$ cat src/rtl/uart_tx_scheduler.sv
// uart_tx_scheduler
//   Buffers the core's byte-output stream (uart_in[8] = strobe, [7:0] = byte)
//   in a FIFO and serialises it onto one UART line, idle high, LSB first.
//   It reports the FIFO fill level and a sticky overflow flag.
//   Optional feature macro: UART_TX_PARITY_EN
//     defined   -> 8E1 frames (PARITY state present)
//     undefined -> 8N1 frames
module uart_tx_scheduler #(
  parameter int unsigned CLK_DIV    = 16,
  parameter int unsigned FIFO_DEPTH = 16,
  parameter int unsigned FIFO_AW    = 4
) (
  input  logic             clock,
  input  logic             reset_n,
  input  logic [8:0]       uart_in,
  input  logic             ovf_clr,
  output logic             tx,
  output logic             busy,
  output logic             tx_done,
  output logic             fifo_empty,
  output logic             fifo_full,
  output logic [FIFO_AW:0] fifo_count,
  output logic             overflow
);

  localparam logic [15:0]      BAUD_LAST = 16'(CLK_DIV - 1);
  localparam logic [FIFO_AW:0] DEPTH_CNT = (FIFO_AW + 1)'(FIFO_DEPTH);

`ifdef UART_TX_PARITY_EN
  typedef enum logic [2:0] {
    S_IDLE   = 3'd0,
    S_START  = 3'd1,
    S_DATA   = 3'd2,
    S_PARITY = 3'd3,
    S_STOP   = 3'd4
  } state_t;
`else
  typedef enum logic [2:0] {
    S_IDLE   = 3'd0,
    S_START  = 3'd1,
    S_DATA   = 3'd2,
    S_STOP   = 3'd4
  } state_t;
`endif

  // FIFO storage and status
  logic [7:0]         r_mem [FIFO_DEPTH];
  logic [FIFO_AW-1:0] r_wptr;
  logic [FIFO_AW-1:0] r_rptr;
  logic [FIFO_AW:0]   r_count;
  logic               r_empty;
  logic               r_full;
  logic               r_overflow;

  // Serialiser state
  state_t             r_state;
  logic [15:0]        r_baud;
  logic [2:0]         r_bit;
  logic [7:0]         r_byte;
  logic               r_tx;
  logic               r_busy;
  logic               r_tx_done;

  // Combinational next-state values
  logic               w_push;
  logic               w_pop;
  logic               w_drop;
  logic [FIFO_AW:0]   w_count_next;
  state_t             w_state_next;
  logic [15:0]        w_baud_next;
  logic [2:0]         w_bit_next;
  logic               w_baud_last;
  logic               w_tx_next;
  logic               w_busy_next;
  logic               w_done_next;
`ifdef UART_TX_PARITY_EN
  logic               w_parity;
`endif

  // Fullness and emptiness are taken from the pre-edge registered flags,
  // so push+pop while full still rejects the push.
  assign w_push = uart_in[8] & ~r_full;
  assign w_drop = uart_in[8] & r_full;

`ifdef UART_TX_PARITY_EN
  assign w_parity = ^r_byte;
`endif

  // FIFO occupancy after this edge
  always_comb begin
    w_count_next = r_count;
    if (w_push && !w_pop) begin
      w_count_next = r_count + 1'b1;
    end else if (w_pop && !w_push) begin
      w_count_next = r_count - 1'b1;
    end
  end

  // FIFO data array; contents need no reset because the pointers gate every read
  always_ff @(posedge clock) begin
    if (w_push) begin
      r_mem[r_wptr] <= uart_in[7:0];
    end
  end

  // FIFO pointers, count and registered status flags
  always_ff @(posedge clock) begin
    if (!reset_n) begin
      r_wptr  <= '0;
      r_rptr  <= '0;
      r_count <= '0;
      r_empty <= 1'b1;
      r_full  <= 1'b0;
    end else begin
      if (w_push) begin
        r_wptr <= r_wptr + 1'b1;
      end
      if (w_pop) begin
        r_rptr <= r_rptr + 1'b1;
      end
      r_count <= w_count_next;
      r_empty <= (w_count_next == '0);
      r_full  <= (w_count_next == DEPTH_CNT);
    end
  end

  // Sticky overflow; a new drop outranks a clear in the same cycle
  always_ff @(posedge clock) begin
    if (!reset_n) begin
      r_overflow <= 1'b0;
    end else if (w_drop) begin
      r_overflow <= 1'b1;
    end else if (ovf_clr) begin
      r_overflow <= 1'b0;
    end
  end

  // Serialiser next state, counters and the output values for the next cycle
  always_comb begin
    w_state_next = r_state;
    w_baud_next  = r_baud + 16'd1;
    w_bit_next   = r_bit;
    w_pop        = 1'b0;
    w_baud_last  = (r_baud == BAUD_LAST);

    unique case (r_state)
      S_IDLE: begin
        w_baud_next = '0;
        if (!r_empty) begin
          w_pop        = 1'b1;
          w_bit_next   = '0;
          w_state_next = S_START;
        end
      end
      S_START: begin
        if (w_baud_last) begin
          w_baud_next  = '0;
          w_state_next = S_DATA;
        end
      end
      S_DATA: begin
        if (w_baud_last) begin
          w_baud_next = '0;
          if (r_bit == 3'd7) begin
            w_bit_next   = '0;
`ifdef UART_TX_PARITY_EN
            w_state_next = S_PARITY;
`else
            w_state_next = S_STOP;
`endif
          end else begin
            w_bit_next = r_bit + 3'd1;
          end
        end
      end
`ifdef UART_TX_PARITY_EN
      S_PARITY: begin
        if (w_baud_last) begin
          w_baud_next  = '0;
          w_state_next = S_STOP;
        end
      end
`endif
      S_STOP: begin
        if (w_baud_last) begin
          w_baud_next  = '0;
          w_state_next = S_IDLE;
        end
      end
      default: begin
        w_baud_next  = '0;
        w_bit_next   = '0;
        w_state_next = S_IDLE;
      end
    endcase

    // Outputs are registered, so they are decoded from the next state;
    // this puts the start bit on the line in the cycle right after the pop.
    w_busy_next = (w_state_next != S_IDLE);
    w_done_next = (w_state_next == S_STOP) && (w_baud_next == BAUD_LAST);
    w_tx_next   = 1'b1;
    unique case (w_state_next)
      S_START:  w_tx_next = 1'b0;
      S_DATA:   w_tx_next = r_byte[w_bit_next];
`ifdef UART_TX_PARITY_EN
      S_PARITY: w_tx_next = w_parity;
`endif
      default:  w_tx_next = 1'b1;
    endcase
  end

  // Serialiser state register and registered line outputs
  always_ff @(posedge clock) begin
    if (!reset_n) begin
      r_state   <= S_IDLE;
      r_baud    <= '0;
      r_bit     <= '0;
      r_tx      <= 1'b1;
      r_busy    <= 1'b0;
      r_tx_done <= 1'b0;
    end else begin
      r_state   <= w_state_next;
      r_baud    <= w_baud_next;
      r_bit     <= w_bit_next;
      r_tx      <= w_tx_next;
      r_busy    <= w_busy_next;
      r_tx_done <= w_done_next;
    end
  end

  // Shift byte captured from the FIFO head on each pop
  always_ff @(posedge clock) begin
    if (!reset_n) begin
      r_byte <= '0;
    end else if (w_pop) begin
      r_byte <= r_mem[r_rptr];
    end
  end

  assign tx         = r_tx;
  assign busy       = r_busy;
  assign tx_done    = r_tx_done;
  assign fifo_empty = r_empty;
  assign fifo_full  = r_full;
  assign fifo_count = r_count;
  assign overflow   = r_overflow;

endmodule

$ cat config.mk
export PLATFORM = sky130hd
export DESIGN_NAME = uart_tx_scheduler
export DESIGN_NICKNAME = d
export VERILOG_FILES = /design/src/rtl/uart_tx_scheduler.sv
export SDC_FILE = /design/constraint.sdc
export NUM_CORES = 1
export LEC_CHECK = 0
export ABC_AREA = 1
export BUFFER_PORTS_ARGS = -buffer_cell sky130_fd_sc_hd__buf_2
export CAP_MARGIN = 20
export CORE_MARGIN = 3
export CORE_UTILIZATION = 60
export DETAILED_ROUTE_END_ITERATION = 8
export PLACE_DENSITY = 0.77
export SYNTH_ARGS = -nofsm -noshare
export SYNTH_HDL_FRONTEND = slang
export SYNTH_SLANG_ARGS = --single-unit
$ cat constraint.sdc
create_clock -name clock -period 2.5 [get_ports clock]
set_input_delay 0.625 -clock clock [delete_from_list [all_inputs] [get_ports clock]]
set_output_delay 0.625 -clock clock [all_outputs]
set_load 0.02 [all_outputs]
# --- After elaboration in Yosys (flattened, before gate mapping) ---
# Memories as Yosys holds them, arrays and structs flattened. A register that Yosys moved wholly into a read port is not among the register bits.
# Cells that the tools add are included.
totals:
  n_memories: 1
  ff_bits: 41
  mem_bits_rw: 128
  out_inout_bits: 11
  latch_bits: 0
  in_bits: 12
  mem_bits_ro: 0
memory_table:
  columns: ["memory", "words", "word_bits", "read_ports", "rd_ports_with_merged_regs", "write_ports", "line", "text"]
  rows:
  - ["r_mem", 16, 8, 1, 1, 1, "47", "logic [7:0] r_mem [FIFO_DEPTH];"]
classes:
  n_bitwise: 3
  shifts: 0
  n_eq_ne: 10
  addsub: 6
  magnitude_cmp: 1
  reduce_logical: 12
  muxes: 23
  div: 0
  n_mul: 0
ops:
  columns: ["cell", "n"]
  rows:
  - ["$eq A16 B4 Y1 const B", 2]
  - ["$mux W16", 2]
  - ["$mux W3", 8]
  - ["$add A16 B1 Y16 const B", 1]
  - ["$pmux W3 S4", 1]
  - ["$mux W5", 2]
  - ["$eq A3 B3 Y1 const B", 3]
  - ["$pmux W3 S3", 1]
  - ["$add A4 B1 Y4 const B", 2]
  - ["$mux W1", 7]
  - ["$eq A3 B1 Y1 const B", 2]
  - ["$eq A3 B2 Y1 const B", 2]
  - ["$add A5 B1 Y5 const B", 1]
  - ["$eq A5 B5 Y1 const B", 1]
  - ["$logic_not A5 Y1", 1]
  - ["$sub A5 B1 Y5 const B", 1]
  - ["$lt A3 B4 Y1 const B", 1]
  - ["$add A3 B1 Y3 const B", 1]
  - ["$bmux W1 S3", 1]
  - ["$logic_and A1 B1 Y1", 3]
  - ["$logic_not A1 Y1", 3]
  - ["$logic_not A3 Y1", 1]
  - ["$reduce_bool A3 Y1", 1]
  - ["$reduce_or A3 Y1", 1]
  - ["other kinds (5)", 6]

# --- Depth between registers and ports, before layout ---
# Gate-level depths: netlist of run 1.
depth:
  ltp_word: 7
  ltp_mapped: 14

# --- Worst setup path after synthesis of run 1 ---
# OpenSTA, ideal clock, no wires.
synth_timing:
  kind: "input-to-reg"
  from: "input port uart_in[8]"
  to: "memory r_mem[3][0], enable pin"
  cell_stages: 6
  slack_ps: 489
  t_arrival_ps: 1641
  cell_sequence: "inv_1 > nor2_2 > inv_1 > nor2_1 > nand2_1 > nor2_1"
synth_between:
  elab_chain_cells: 3
synth_rtl:
  columns: ["element", "line", "text"]
  rows:
  - ["from (decl)", "15", "input logic [8:0] uart_in,"]
  - ["$and A1 B1 Y1", "82", "assign w_push = uart_in[8] & ~r_full;"]
  - ["$mux W1", "101", "if (w_push) begin"]
  - ["$mux W1 (not written as such)", "102", "r_mem[r_wptr] <= uart_in[7:0];"]
  - ["to (decl)", "47", null]
# Every way passes these cells.

==> Implementation_results.wiki, run 1 <==
{| class="wikitable"
! Metric !! Value
|-
| Vias per cell || 6.00
|-
| Port buffer count || 22
|-
| N_diodes || 0
|-
| Vias in the first global route || about 5400
|-
| Top cell type's share of synthesized area || 0.508
|-
| Post-DP HPWL || approximately 11 mm
|-
| Peak Freq || 505 MHz
|-
| Clock tree from TritonCTS || done
|-
| Unique cell type count in the Yosys netlist || 38
|-
| Die Wd || 118 um
|-
| Number of iterations in the first detailed-routing pass || 7
|-
| Syn Inst Count || ~730
|-
| Tightest slew margin relative to the limit || 0.599
|-
| Top-level I/O count || 23
|-
| Placement Rows || 40
|-
| Core outline area || 12200 sq um
|-
| Largest delay contributor family on the critical path || compound AO/OA/AOI/OAI gates
|-
| Vertical die dimension || 118 um
|-
| Number of cells on the worst reg-to-reg path || 8
|-
| Type of the worst setup path || flip-flop to flip-flop
|-
| Layout overhead on the synthesized area || 13.4%
|-
| Cell type contributing the most total cell area after synthesis || sky130_fd_sc_hd__edfxtp_1
|-
| Post-synth EDFFs || 128
|-
| CTS buffer count || 17
|-
| Clock input transition at the sequential cells of the worst setup and hold paths || 0.07 ns
|-
| Data arrival time at the worst-slack endpoint || 2.36 ns
|-
| Synth Flop Type || sky130_fd_sc_hd__edfxtp_1
|-
| Worst Tran Pin Value || roughly 0.60 ns
|-
| Final setup TNS || 0 ns
|-
| Total of warnings raised by yosys || 0
|-
| Worst min-delay path category || input port to flip-flop
|-
| Wire length of the first global-routing pass || 27.1 mm
|-
| Most instantiated cells after synthesis || sky130_fd_sc_hd__nor2_1, sky130_fd_sc_hd__edfxtp_1, sky130_fd_sc_hd__o21ai_0
|-
| Initial standard-cell utilization of the core || 0.622
|-
| Fraction of registers with async set/reset || 0
|-
| Final RePlAce weighted congestion || roughly 0.95
|-
| DR WL/cell || 18.1 um
|-
| Global route overflow || 0
|-
| Critical path origin || r_rptr[0]
|-
| Worst path buffer plus inverter count || 3
|-
| Number of nets with antenna violations after detailed routing || 0
|-
| Total Routed Length || 17.2 mm
|-
| Sinks on Clock Net || 177
|-
| Largest net degree at the start of global routing || 35
|-
| Synthesized netlist net count || 753
|-
| Die Footprint || roughly 14000 sq um
|-
| Count of endpoints failing hold in the final timing report || 0
|-
| Number of max-slew violations in the final report || 0
|-
| Number of vias in the routed layout || 5700
|-
| Worst setup skew after layout || 0.00880 ns
|-
| Crit Path Max Fanout || 24
|-
| Post-route minimum period || 1.98 ns
|-
| Cells along the critical path || inv_2, buf_4, o21ai_0, o221ai_1, o211ai_1, nand3_1, o211ai_1, inv_1
|-
| Largest cells by area after synthesis || sky130_fd_sc_hd__edfxtp_1, sky130_fd_sc_hd__dfxtp_1, sky130_fd_sc_hd__nor2_1
|-
| Cells resized by post-CTS repair || 0
|-
| Slowest cell delay on critical path || 0.33 ns
|-
| Required time worst endpoint || 2.88 ns
|-
| Starting DRC count in detailed routing || 636
|-
| Cell repeated most along the worst path || sky130_fd_sc_hd__o211ai_1
|-
| Max VDD drop || 0.676 mV
|-
| DRC viols || 0
|-
| Startpoint type of the worst setup path || flip-flop
|-
| Post-CTS setup buffer count || 0
|-
| Worst-path cell with the longest stage delay || sky130_fd_sc_hd__dfxtp_2
|-
| #FFs+latches synth || 177
|-
| Crit end category || flip-flop
|-
| Skew-Pair Late Insertion Delay || 0.44 ns
|-
| Number of antenna violations at the first check in global routing || 0
|-
| RSZ-0062 raised after global routing || false
|-
| Endpoint of the worst-slack reg-to-reg timing path || r_byte[0]
|-
| Total setup violations reported at the end of the flow || 0
|-
| Layout cell share with drive strength beyond 1 || 0.133
|-
| Root buffer cell || sky130_fd_sc_hd__clkbuf_16
|-
| Worst r2r src || r_rptr[0]
|-
| Worst setup path endpoint || r_byte[0]
|-
| Count of hold-fix buffers inserted at cts || 0
|-
| Utilization after layout || 0.705
|-
| Ratio of final minimum period to clock period || 0.791
|-
| Most frequent cell after synthesis || sky130_fd_sc_hd__nor2_1
|-
| Worst path depth || 8
|-
| R2R Setup Slk || 0.52 ns
|-
| Net count reported at finish || between 700 and 800
|-
| Number of violations of the max-capacitance limit || 0
|-
| Status || complete, no violations
|-
| Average instance area after synthesis || 10.4 sq um
|-
| Part of the Yosys area used for sequential elements || 0.638
|-
| Leakage power of the design || 3.14 nW
|-
| Ratio of total power to cell area || 956 nW/um^2
|-
| Post-Syn Area || around 7600 sq um
|-
| Number of levels in the clock H-tree || 4
|-
| Number of buffers on the longest clock path || 2
|-
| Global Route Usage Sum || 0.253
|}
## cell families after synthesis
| family | Yosys count | synth area share |
|---|---|---|
| buf+inv | 97 | 0.0501 |
| flops | 177 | 0.638 |
| compound gates | 151 | 0.120 |
| fa+ha+maj | 10 | 0.0165 |
| simple gates | 290 | 0.168 |
| xor+xnor | 6 | 0.00695 |
## layer usage
metal	share of wire	vias up	routed length [um]	track usage
li1	-	2641	-	-
met1	0.41	2701	6980	0.328
met2	0.49	308	8350	0.409
met3	0.086	50	1470	0.0665
met4	0.024	0	405	0.0974
met5	0	-	0	0
## placed cells by master, fill, tap and decap left out, types with 2 or more instances in the layout
| cell type | synthesis | final |
|---|---|---|
| sky130_fd_sc_hd__a21oi_1 | 16 | 16 |
| sky130_fd_sc_hd__a21oi_2 | 2 | 2 |
| sky130_fd_sc_hd__buf_2 | 7 | 22 |
| sky130_fd_sc_hd__buf_4 | 1 | 26 |
| sky130_fd_sc_hd__bufinv_16 | 0 | 4 |
| sky130_fd_sc_hd__clkbuf_16 | 0 | 17 |
| sky130_fd_sc_hd__clkinv_1 | 3 | 4 |
| sky130_fd_sc_hd__clkinv_2 | 2 | 5 |
| sky130_fd_sc_hd__clkinv_4 | 0 | 2 |
| sky130_fd_sc_hd__clkinvlp_4 | 0 | 3 |
| sky130_fd_sc_hd__dfxtp_1 | 49 | 48 |
| sky130_fd_sc_hd__edfxtp_1 | 128 | 128 |
| sky130_fd_sc_hd__ha_1 | 10 | 10 |
| sky130_fd_sc_hd__inv_1 | 60 | 60 |
| sky130_fd_sc_hd__inv_2 | 3 | 3 |
| sky130_fd_sc_hd__nand2_1 | 75 | 75 |
| sky130_fd_sc_hd__nand2_2 | 2 | 2 |
| sky130_fd_sc_hd__nand2_4 | 3 | 3 |
| sky130_fd_sc_hd__nand3_1 | 52 | 52 |
| sky130_fd_sc_hd__nand4_1 | 3 | 3 |
| sky130_fd_sc_hd__nor2_1 | 132 | 132 |
| sky130_fd_sc_hd__nor2_2 | 5 | 5 |
| sky130_fd_sc_hd__nor2_4 | 2 | 2 |
| sky130_fd_sc_hd__nor3_1 | 7 | 7 |
| sky130_fd_sc_hd__nor3_2 | 3 | 3 |
| sky130_fd_sc_hd__o211ai_1 | 17 | 17 |
| sky130_fd_sc_hd__o21ai_0 | 77 | 77 |
| sky130_fd_sc_hd__o21ai_1 | 4 | 4 |
| sky130_fd_sc_hd__o221ai_1 | 23 | 23 |
| sky130_fd_sc_hd__o22ai_1 | 9 | 9 |
| sky130_fd_sc_hd__or2_1 | 2 | 2 |
| sky130_fd_sc_hd__xnor2_1 | 3 | 3 |
| sky130_fd_sc_hd__xor2_1 | 3 | 3 |
## power breakdown
group,internal [mW],switching [mW]
registers,3.33,0.130
clock network,1.67,1.09
logic,0.610,1.38
total,5.60,2.59
## how the worst min path moves through the flow
stage,startpoint,to,cells after the start
2_1_floorplan,r_baud[0],r_baud[0],1
5_1_grt,uart_in[8],overflow,3
3_3_place_gp,r_baud[0],r_baud[0],1
3_5_place_dp,r_baud[0],r_baud[0],1
6_report,ovf_clr,overflow,4
4_1_cts,ovf_clr,overflow,4
## state kept, by name, summed over array words and instances (netlist names), 3 cells and up
name / flops
fifo_count: 5
r_baud: 16
r_bit: 3
r_byte: 8
r_mem: 128
r_rptr: 4
r_state: 3
r_wptr: 4
## final cells by class
| type | count | area (sq um) |
|---|---|---|
| clock inverters | 14 | 188 |
| flip-flops and latches | 177 | 4830 |
| well taps | 168 | 210 |
| repair buffers | 48 | 305 |
| fillers | 865 | 3580 |
| multi-input cells | 457 | 2360 |
| inverters | 68 | 258 |
| clock buffers | 18 | 429 |
## worst register-to-register path, delay by kind of cell (launching register included)
family | cells | cell delay, ns
AOI/OAI and AO/OA | 4 | 0.79
buffers and inverters | 3 | 0.66
DFF | 1 | 0.33
and+or+nand+nor | 1 | 0.15
## stage by stage
stage	total power [mW]	instance area [sq um]	hold WS, ns	cells	setup WS, ns
global route	8.55	8580	0.452	950	0.369
floorplan	4.85	7570	0.417	731	0.489
CTS	8.17	8580	0.435	950	0.573
finish	8.20	8580	0.446	950	0.521
global placement	5.37	7960	0.428	918	0.415
detailed placement	5.43	7960	0.445	918	0.384
No activity file was read; power rests on OpenSTA's default activity.
==> run 2: changes to the inputs <==
==> constraint.sdc (replaced) <==
create_clock -name clock -period 1.99 [get_ports clock]
set_input_delay 0.4975 -clock clock [delete_from_list [all_inputs] [get_ports clock]]
set_output_delay 0.4975 -clock clock [all_outputs]
set_load 0.02 [all_outputs]
==> Implementation_results.wiki, run 2 (synthesis gave the netlist of run 1 again) <==
{| class="wikitable"
! Metric !! Value
|-
| DRC viols || 0 (unchanged)
|-
| Worst Tran Pin Value || 0.444 ns (-0.158 ns)
|-
| Clock input transition at the sequential cells of the worst setup and hold paths || 0.06 ns (about the same)
|-
| Ratio of total power to cell area || 1210 nW/um^2 (+26%)
|-
| Number of violations of the max-capacitance limit || 0 (unchanged)
|-
| Post-CTS setup buffer count || 0 (unchanged)
|-
| Sinks on Clock Net || 177 (unchanged)
|-
| Number of levels in the clock H-tree || 4 (unchanged)
|-
| Net count reported at finish || 796 (+0.63%)
|-
| Vertical die dimension || 118 um (unchanged)
|-
| Number of iterations in the first detailed-routing pass || 6 (-1)
|-
| Peak Freq || 550 MHz (+8.9%)
|-
| Vias in the first global route || 5429 (+1.0%)
|-
| Top-level I/O count || 23 (unchanged)
|-
| Tightest slew margin relative to the limit || 0.704 (+0.105)
|-
| Leakage power of the design || 3.19 nW (+1.4%)
|-
| Crit Path Max Fanout || 7 (-71%)
|-
| Ratio of final minimum period to clock period || 0.913 (+0.122)
|-
| Share of total power in combinational logic || 0.244 (+0.002)
|-
| Number of buffers on the longest clock path || 2 (unchanged)
|-
| Number of antenna violations at the first check in global routing || 0 (unchanged)
|-
| Post-DP HPWL || 10.9 mm (-3.0%)
|-
| Core outline area || 12200 sq um (unchanged)
|-
| Vias per cell || 5.86 (-2.3%)
|-
| Starting DRC count in detailed routing || 503 (-21%)
|-
| DR WL/cell || 18.1 um (-0.12%)
|-
| Die Wd || 118 um (unchanged)
|-
| Global Route Usage Sum || 0.253 (+0.000262)
|-
| Register with the most flip-flops || r_mem
|-
| Required time worst endpoint || 2.32 ns (-0.56 ns)
|-
| Final setup TNS || 0 ns (unchanged)
|-
| Most common library cell in the layout ignoring fill and taps || sky130_fd_sc_hd__nor2_1
|-
| Clock share of power || 0.340 (+0.004)
|-
| Number of max-slew violations in the final report || 0 (unchanged)
|-
| Layout overhead on the synthesized area || 14.4%
|-
| Post-placement setup slack || 0.151 ns (-0.233 ns)
|-
| Wire length of the first global-routing pass || 27.2 mm (+0.36%)
|-
| Max VDD drop || 1.09 mV (+61%)
|-
| Startpoint type of the worst setup path || flip-flop
|-
| Count of endpoints failing hold in the final timing report || 0 (unchanged)
|-
| Root buffer cell || sky130_fd_sc_hd__clkbuf_16
|-
| Total Routed Length || 17.3 mm (+0.40%)
|-
| Skew-Pair Late Insertion Delay || 0.43 ns (about the same)
|-
| Largest net degree at the start of global routing || 36 (+2.9%)
|-
| Global route overflow || 0 (unchanged)
|-
| Clock tree from TritonCTS || done
|-
| Number of vias in the routed layout || 5600 (-1.8%)
|-
| Initial standard-cell utilization of the core || 0.622 (unchanged)
|-
| Worst setup skew after layout || 0.00720 ns (-0.00160 ns)
|-
| Layout cell share with drive strength beyond 1 || 0.140 (+0.00678)
|-
| Setup slack of the critical path after layout || 0.173 ns (-0.349 ns)
|-
| Type of the worst setup path || flip-flop to flip-flop
|-
| Status || complete, no violations
|-
| Final RePlAce weighted congestion || 0.961 (+1.5%)
|-
| Number of nets with antenna violations after detailed routing || 0 (unchanged)
|-
| Most used cells in the layout excluding fill and tap cells || sky130_fd_sc_hd__nor2_1, sky130_fd_sc_hd__edfxtp_1, sky130_fd_sc_hd__o21ai_0
|-
| Placement Rows || 40 (unchanged)
|-
| N_diodes || 0 (unchanged)
|-
| Registers with the highest flip-flop counts || r_mem x128, r_baud x16, r_byte x8
|-
| Sequential fraction of design power || 0.416 (-0.006)
|-
| Worst min-delay path category || input port to flip-flop
|-
| Crit end category || flip-flop
|-
| Flip-flop count of the largest register after layout || 128 (unchanged)
|-
| Die Footprint || 14000 sq um (unchanged)
|-
| Net switching power || 3.32 mW (+28%)
|-
| Data arrival time at the worst-slack endpoint || 2.14 ns (-0.22 ns)
|-
| CTS buffer count || 17 (unchanged)
|-
| RSZ-0062 raised after global routing || false
|-
| Switching Share || 0.317 (+0.000938)
|-
| Overall power of the completed layout || 10.5 mW (+28%)
|-
| Post-route minimum period || 1.82 ns (-0.161 ns)
|-
| Internal portion of total power || 7.13 mW (+27%)
|-
| Total setup violations reported at the end of the flow || 0 (unchanged)
|-
| Port buffer count || 22 (unchanged)
|}
## run 2: cell count changes in the layout (fill, tap and decap cells not counted), sizes merged
cell	previous run	this run
buf	48	53
inv	64	68
clkinv	11	8
clkinvlp	3	2
## run 2: cell type report
class	count	area, sq um
flip-flops and latches	177	4830
fillers	856	3500
multi-input cells	457	2360
clock buffers	18	429
repair buffers	53	368
inverters	68	258
well taps	168	210
clock inverters	14	201
## run 2: path summary, 6_finish.rpt
path | start | endpoint | slack (ns) | depth (start not counted)
max | r_baud[0] | tx | 0.17 | 12
min reg2reg | overflow | overflow | 0.46 | 2
max reg2reg | r_baud[0] | tx | 0.17 | 12
min | ovf_clr | overflow | 0.31 | 4
## run 2: critical path: stages, from the launching register on
cell,delay [ns]
sky130_fd_sc_hd__dfxtp_1,0.37
sky130_fd_sc_hd__ha_2,0.24
sky130_fd_sc_hd__nand3_4,0.11
sky130_fd_sc_hd__nor2_4,0.16
sky130_fd_sc_hd__nand2_4,0.10
sky130_fd_sc_hd__nand2_1,0.09
sky130_fd_sc_hd__nand3_2,0.11
sky130_fd_sc_hd__nand2_1,0.15
sky130_fd_sc_hd__nand2_1,0.07
sky130_fd_sc_hd__nand3_1,0.07
sky130_fd_sc_hd__nand3_1,0.08
sky130_fd_sc_hd__nand3_1,0.10
sky130_fd_sc_hd__nand2_1,0.05
## run 2: per-layer routing
| metal | up-vias | wire length [um] | share of wire | track usage |
|---|---|---|---|---|
| li1 | 2656 | - | - | - |
| met1 | 2677 | 7250 | 0.42 | 0.330 |
| met2 | 231 | 8350 | 0.48 | 0.408 |
| met3 | 36 | 1300 | 0.075 | 0.0584 |
| met4 | 0 | 377 | 0.022 | 0.110 |
| met5 | - | 0 | 0 | 0 |
## run 2: power groups by stage
stage / clock [mW] / sequential, mW / combinational [mW]
final: 3.56 / 4.34 / 2.55
after global routing: 3.74 / 4.36 / 2.83
after CTS: 3.58 / 4.34 / 2.52
after detailed placement: 0 / 4.41 / 2.49
after global placement: 0 / 4.41 / 2.39
after floorplan: 0 / 4.46 / 1.64
## run 2: stage by stage
step	std cells	hold slack (ns)	cell area, sq um	util
3_5_place_dp	923	0.450	8020	0.660
4_1_cts	955	0.291	8650	0.712
5_1_grt	955	0.323	8660	0.712
6_report	955	0.308	8660	0.712
2_1_floorplan	731	0.417	7570	-
3_3_place_gp	923	0.433	8020	0.660
## run 2: timing repair
item	4_1_cts	5_1_grt
endpoints found under the hold margin	0	0
endpoints found under the setup margin	0	2
gates resized for setup	0	1
hold buffers	0	0
